`config.mk`:
```
export PLATFORM = sky130hd
export DESIGN_NAME = index_queue_reader
export DESIGN_NICKNAME = d
export VERILOG_FILES = /design/src/rtl/index_queue_reader_pkg.sv /design/src/rtl/index_queue_reader_output_stage.sv /design/src/rtl/index_queue_reader.sv
export SDC_FILE = /design/constraint.sdc
export NUM_CORES = 1
export LEC_CHECK = 0
export CAP_MARGIN = 25
export CORE_UTILIZATION = 35
export CTS_CLUSTER_SIZE = 28
export DETAILED_ROUTE_END_ITERATION = 10
export PLACE_DENSITY_LB_ADDON = 0.2
export SYNTH_ARGS = -nofsm -noshare
export SYNTH_HDL_FRONTEND = slang
export SYNTH_HIERARCHICAL = 1
export SYNTH_SLANG_ARGS = --single-unit
```
`constraint.sdc`:
```
create_clock -name clk -period 2.09 [get_ports clk]
set_input_delay 0.209 -clock clk [delete_from_list [all_inputs] [get_ports clk]]
set_output_delay 0.209 -clock clk [all_outputs]
set_load 0.03 [all_outputs]
```
`src/rtl/index_queue_reader_pkg.sv`:
```
// Shared constants and FSM state encoding for the index queue reader.
package index_queue_reader_pkg;

  localparam logic TRUE  = 1'b1;
  localparam logic FALSE = 1'b0;

  localparam int unsigned INPUT_LAYER_NODES = 784;
  localparam int unsigned QUEUE_MAX_SIZE    = INPUT_LAYER_NODES;

  typedef enum logic [2:0] {
    IQR_IDLE    = 3'd0,
    IQR_CHECK   = 3'd1,
    IQR_DEQ_HI  = 3'd2,
    IQR_DEQ_LO  = 3'd3,
    IQR_CAPTURE = 3'd4,
    IQR_OUTPUT  = 3'd5,
    IQR_DONE    = 3'd6
  } iqr_state_t;

endpackage

```
`src/rtl/index_queue_reader_output_stage.sv`:
```
// Holding register for the delivered index with a valid/ready handshake.
module index_output_stage #(
  parameter int unsigned WIDTH = 10
) (
  input  logic             clk,
  input  logic             rst_n,
  input  logic             load_i,
  input  logic [WIDTH-1:0] data_i,
  input  logic             ready_i,
  output logic [WIDTH-1:0] data_o,
  output logic             valid_o,
  output logic             accept_o
);

  logic [WIDTH-1:0] data_q, data_d;
  logic             valid_q, valid_d;

  assign accept_o = valid_q & ready_i;

  always_comb begin
    data_d  = data_q;
    valid_d = valid_q;
    if (load_i) begin
      data_d  = data_i;
      valid_d = 1'b1;
    end else if (accept_o) begin
      valid_d = 1'b0;
    end
  end

  always_ff @(posedge clk or negedge rst_n) begin
    if (!rst_n) begin
      data_q  <= '0;
      valid_q <= 1'b0;
    end else begin
      data_q  <= data_d;
      valid_q <= valid_d;
    end
  end

  assign data_o  = data_q;
  assign valid_o = valid_q;

endmodule

```
`src/rtl/index_queue_reader.sv`:
```
// Drains the active-pixel index queue with the two-edge dequeue protocol.
// Optional drain guard enabled by defining INDEX_QUEUE_LIMIT_EN (adds limitHit).
module index_queue_reader
  import index_queue_reader_pkg::*;
#(
  parameter int unsigned INDEX_WIDTH = 10
) (
  input  logic                   clk,
  input  logic                   resetN,
  input  logic                   start,
  input  logic                   queueEmpty,
  input  logic [INDEX_WIDTH-1:0] queueIndex,
  output logic                   dequeue,
  output logic [INDEX_WIDTH-1:0] idxOut,
  output logic                   idxValid,
  input  logic                   idxReady,
  output logic [INDEX_WIDTH-1:0] popCount,
  output logic                   busy,
  output logic                   done
`ifdef INDEX_QUEUE_LIMIT_EN
  ,
  output logic                   limitHit
`endif
);

  iqr_state_t             state_q, state_d;
  logic [INDEX_WIDTH-1:0] pop_q, pop_d;
  logic                   deq_q;
  logic                   done_q;
  logic                   accept;

`ifdef INDEX_QUEUE_LIMIT_EN
  localparam logic [INDEX_WIDTH-1:0] POP_LIMIT = INDEX_WIDTH'(QUEUE_MAX_SIZE);
  logic limit_q, limit_d;
`endif

  always_comb begin
    state_d = state_q;
    pop_d   = pop_q;
`ifdef INDEX_QUEUE_LIMIT_EN
    limit_d = limit_q;
`endif
    case (state_q)
      IQR_IDLE, IQR_DONE: begin
        if (start) begin
          state_d = IQR_CHECK;
          pop_d   = '0;
`ifdef INDEX_QUEUE_LIMIT_EN
          limit_d = FALSE;
`endif
        end
      end
      IQR_CHECK: begin
`ifdef INDEX_QUEUE_LIMIT_EN
        if (pop_q == POP_LIMIT) begin
          state_d = IQR_DONE;
          limit_d = TRUE;
        end else
`endif
        if (queueEmpty) state_d = IQR_DONE;
        else            state_d = IQR_DEQ_HI;
      end
      IQR_DEQ_HI:  state_d = IQR_DEQ_LO;
      IQR_DEQ_LO:  state_d = IQR_CAPTURE;
      IQR_CAPTURE: state_d = IQR_OUTPUT;
      IQR_OUTPUT: begin
        if (accept) begin
          pop_d   = pop_q + 1'b1;
          state_d = IQR_CHECK;
        end
      end
      default: state_d = IQR_IDLE;
    endcase
  end

  // dequeue and done are registered from the next state so they leave the
  // flop glitch-free yet stay aligned with the state they belong to.
  always_ff @(posedge clk or negedge resetN) begin
    if (!resetN) begin
      state_q <= IQR_IDLE;
      pop_q   <= '0;
      deq_q   <= 1'b0;
      done_q  <= 1'b0;
    end else begin
      state_q <= state_d;
      pop_q   <= pop_d;
      deq_q   <= (state_d == IQR_DEQ_HI);
      done_q  <= (state_d == IQR_DONE);
    end
  end

`ifdef INDEX_QUEUE_LIMIT_EN
  always_ff @(posedge clk or negedge resetN) begin
    if (!resetN) limit_q <= 1'b0;
    else         limit_q <= limit_d;
  end
  assign limitHit = limit_q;
`endif

  index_output_stage #(
    .WIDTH (INDEX_WIDTH)
  ) u_output_stage (
    .clk      (clk),
    .rst_n    (resetN),
    .load_i   (state_q == IQR_CAPTURE),
    .data_i   (queueIndex),
    .ready_i  (idxReady),
    .data_o   (idxOut),
    .valid_o  (idxValid),
    .accept_o (accept)
  );

  assign dequeue  = deq_q;
  assign done     = done_q;
  assign popCount = pop_q;
  assign busy     = (state_q != IQR_IDLE) && (state_q != IQR_DONE);

endmodule

```
-- Word-level counts from Yosys, hierarchy flattened
Index checks and enable logic that the tools add are counted.
- input bits: 15
- word-level logic and storage cells: 35
- register bits after elaboration: 26
- reductions and logical operators: 7
- eq/ne operators: 11
- bitwise operators: 1
- multiplexer cells: 9
- add/sub/neg operators: 1
- operators with widths (cell ; number):
    $mux W10 ; 2
    $pmux W10 S2 ; 1
    $pmux W3 S6 ; 1
    $eq A3 B3 Y1 const B ; 4
    $add A10 B1 Y10 const B ; 1
    $eq A3 B2 Y1 const B ; 3
    $mux W3 ; 3
    $ne A2 B2 Y1 const B ; 2
    $reduce_bool A2 Y1 ; 2
    $eq A3 B1 Y1 const B ; 1
    $logic_not A3 Y1 ; 1
    $ne A3 B3 Y1 const B ; 1
    $reduce_and A3 Y1 ; 1
    $reduce_bool A3 Y1 ; 1
    $mux W1 ; 2
    $reduce_or A2 Y1 ; 1
    $and A1 B1 Y1 ; 1
    $logic_and A1 B1 Y1 ; 1

-- Depth between registers and ports, before layout
- depth in word-level cells: 4
- depth in mapped cells: 5

-- Hierarchy
Netlist, hierarchy kept.
- modules (own cells, without submodules) (module ; area each (um^2) ; cells each ; instances ; seq. area each (um^2)):
    index_queue_reader ; 825.8 ; 84 ; 1 ; 375.4
    index_output_stage ; 451.7 ; 25 ; 1 ; 275.3

-- Least setup slack after synthesis
Ideal clock, no wire load.
- path kind: reg2reg
- from: register u_output_stage.valid_q (netlist: u_output_stage/valid_o)
- to: register pop_q[7] (netlist: popCount[7])
- period minus slack after synthesis: 1631 ps
- data required time: 2020 ps
- slack: 459 ps
- arrival time: 1562 ps
- library setup time: 70 ps
- stages on the path, launching flop included: 6
- path through: dfrtp_1 and2_1 nand4b_1 buf_2 or4_1 nand3_1
- word-level cells in the longest chain between the ends: 3
- ends and longest elaborated chain (element ; RTL line ; RTL):
    start: declaration ; index_queue_reader_output_stage.sv:16 ; logic valid_q, valid_d;
    start signal: assignment ; index_queue_reader_output_stage.sv:37 ; valid_q <= valid_d;
    $and A1 B1 Y1 ; index_queue_reader_output_stage.sv:18 ; assign accept_o = valid_q & ready_i;
    via accept ; index_queue_reader.sv:30 ; logic accept;
    $ne A2 B2 Y1 (no source line) ; -- ;
    $reduce_and A3 Y1 (no source line) ; -- ;
    end signal: assignment ; index_queue_reader.sv:86 ; pop_q <= pop_d;
    end: declaration ; index_queue_reader.sv:27 ; logic [INDEX_WIDTH-1:0] pop_q, pop_d;
The timed path passes the listed nets, and every way through them passes these cells.
A chain may end at the register's enable or synchronous reset.

-- Worst setup path after layout
- from: register state_q[1]
- to: output busy
- word-level cells in the longest chain between the ends: 2
- ends and longest elaborated chain (element ; RTL line ; RTL):
    start: declaration ; index_queue_reader.sv:26 ; iqr_state_t state_q, state_d;
    start signal: assignment ; index_queue_reader.sv:85 ; state_q <= state_d;
    $ne A3 B3 Y1 / $reduce_bool A3 Y1 (equally long branches) ; index_queue_reader.sv:116 ; assign busy = (state_q != IQR_IDLE) && (state_q != IQR_DONE);
    $logic_and A1 B1 Y1 (*) ; index_queue_reader.sv:116 ;
    end: declaration ; index_queue_reader.sv:18 ; output logic busy,
Every way passes the cells marked *; elsewhere a longest branch is shown, timed or not.

==> results.cfg <==
[sta]
tns_ps = 0
layout_min_cycle_time_ps = 1950
clock.fmax_mhz = 512
fin_crit_sh_pct = 93.5
maxSlewHeadroom_pct = 74.5
setup_viol = 0
rsz0062_at_grt = false
hold_viol_final = 0
drv_slew = 0
fin_worst_skew_ps = 3.78
worst_pin_slew_ps = 382

[setup_path]
critPathArrivalTime_ps = 1750
cp_max_fo = 12
crit_path_start_kind = flop
worstSetupPathType = reg2out
crit_required_ps = 1880
endpoint_kind = output pin
slowest_stage = dfrtp_1
crit_chain = nor2b_1 -> or3_1 -> dlygate4sd2_1
slowest_delay_ps = 520

[clocking]
cts_tree = built
htree_levels = 1
numCtsBuffers = 3
worstSkewPairLatency_ps = 320
clockRootBuffer = clkbuf_4
cts_setup_buffers = 0
clock_sinks = 26
clock_path_buffers = 2
clk_pin_slew_worst_paths_ps = 150
cts_hold_buffers = 0

[layout]
fin_nets = 169
seq_area_um2 = 651
fin_util_pct = 52.3
mostFrequentLayoutCell = clkdlybuf4s50_1
fillers = 306
mostFrequentLayoutCells = clkdlybuf4s50_1, dfrtp_1, mux2_4
design_area_um2 = 1790
diodes = 0
multi_input_area_um2 = 592
area_growth_pct = 40.0
final_cells = 198
layout-drive-gt1-share_pct = 15.1

[power]
peakVddDrop_v = 0.000777
power_density_nw_per_um2 = 1480
p_leak_nw = 0.740

[global_routing]
globalRouteMet3Util_pct = 4.01
grt_antenna_before_repair = 0
grt_usage_pct = 14.9
grt_pass1_vias = 1041
met1_usage_pct = 19.6
busiest_layer = met2
grt_pass1_wl_mm = 4.68
grt_start_max_net_pins = 27
use_met2_pct = 23.5
grt-ovfl-total = 0

[synthesis]
yosys_warnings = 6
synth_area_um2 = 1280
synthMuxAreaShare_pct = 12.2
synth_top_family_by_area = simple AND/OR/NAND/NOR gates
ys_ff_latch = 26
synth_cells = 109
synth_simple_gate_area_share_pct = 21.4
seq_area_frac_synth_pct = 50.9
synth_compound_area_share_pct = 11.3
syn_nets = 125
synth_fa_ha_area_share_pct = 0.979
synthXorXnorAreaFrac_pct = 0
avgSynthCellArea_um2 = 11.7
synth_cell_types = 37

[floorplanning]
std_cell_rows = 21
die_h_um = 62.4
core_um2 = 3420
die_area_um2 = 3900
initial_core_util_pct = 37.4
ios = 39
die-width_um = 62.4

[placed_design]
placed_cell_area_um2 = 1740
dp.final_hpwl_mm = 1.96
port_buffers = 38
routabilityCongestion = 0.769
dp_cells = 194

[drt]
firstDrtPassIters = 4
routedWlPerCell_um = 14.0
drt_iter0_drc = 54
routed-via-count = 1074
ant_nets = 0
wirelength_mm = 2.77
post-route-drc-count = 0
via_per_inst = 5.42

[hold_path]
hp-class = in2async

[run]
maxCapViolations = 0

[outcome]
status = completed
==> metrics by stage <==
stage	power, mW	hold WS [ps]	setup slack, ps
floorplan	1.79	-86.6	459
global placement	2.29	492	173
detailed placement	2.32	495	160
CTS	2.67	239	125
global route	2.79	267	49.5
finish	2.64	232	135
==> worst paths after layout <==
check | startpoint | endpoint | cells past startpoint | slack [ps]
max | state_q[1] | busy | 3 | 140
min | resetN | popCount[6] | 2 | 230
max reg2reg | state_q[0] | popCount[9] | 3 | 330
min reg2reg | u_output_stage/data_o[4] | u_output_stage/data_o[4] | 1 | 530
max in group asynchronous | resetN | u_output_stage/valid_o | 2 | 1610
min in group clk | queueEmpty | dequeue | 2 | 450
==> registers in the layout (all words and copies together), names as in the netlist <==
| register | flops |
|---|---|
| dequeue | 1 |
| done | 1 |
| popCount | 10 |
| state_q | 3 |
| u_output_stage/data_o | 10 |
| u_output_stage/valid_o | 1 |
==> area by class of cell <==
type                            count  area share [%]
Tap cell                           46            3.22
Sequential cell                    26            36.4
Multi-Input combinational cell     75            33.1
Clock buffer                        3            1.26
Clock inverter                      1            1.68
Timing Repair Buffer               44            23.7
Inverter                            3           0.630
==> kinds of logic after synthesis <==
logic type,count (synthesis)
compound gates,20
buf+inv,8
flops,26
fa+ha+maj,1
simple gates,43
mux,11
==> routing by layer <==
metal | share of wire [%] | up-vias | routed length, µm
li1 | - | 507 | -
met1 | 47 | 518 | 1290
met2 | 47 | 42 | 1300
met3 | 4.7 | 7 | 129
met4 | 1.6 | 0 | 43
met5 | 0 | - | 0
==> synth_stat cells, drive strengths merged <==
library cell	n	area share, %
a2bb2oi	1	0.69
a31oi	2	0.98
inv	3	0.88
mux2	10	11
o21ai	2	0.78
o311ai	1	0.69
mux2i	1	0.78
ha	1	0.98
nor2	3	0.88
nand3	8	3.5
or4	5	2.9
and2	1	0.49
nor3b	4	2.4
dfrtp	26	51
a21boi	1	0.59
o211ai	6	3.5
nor2b	3	1.5
nand2b	1	0.49
nand4	7	3.4
buf	3	1.7
nand2	4	1.2
o31a	1	0.69
and4b	1	0.78
nand4b	2	1.4
a41oi	1	0.69
a21o	2	1.3
and3b	1	0.69
o21bai	1	0.59
or3	1	0.49
clkbuf	2	0.59
or4b	1	0.78
a21oi	2	0.78
nand3b	1	0.59
==> critical path, delay by kind of cell, from the launching register on <==
family	cells	cell delay (ps)
buffers and inverters	1	360
AND/OR/NAND/NOR	2	540
flip-flops	1	520
==> where the power goes <==
| part | internal (mW) | switching, mW |
|---|---|---|
| clock | 0.194 | 0.155 |
| combinational | 0.687 | 0.686 |
| sequential | 0.701 | 0.215 |
| total | 1.58 | 1.06 |
==> what timing repair did <==
| action | in CTS | in global routing |
|---|---|---|
| endpoints found under the setup margin | 1 | 0 |
| resized for setup | 1 | 0 |
| endpoints found under the hold margin | 0 | 0 |
(Power assumes the default switching activity.)
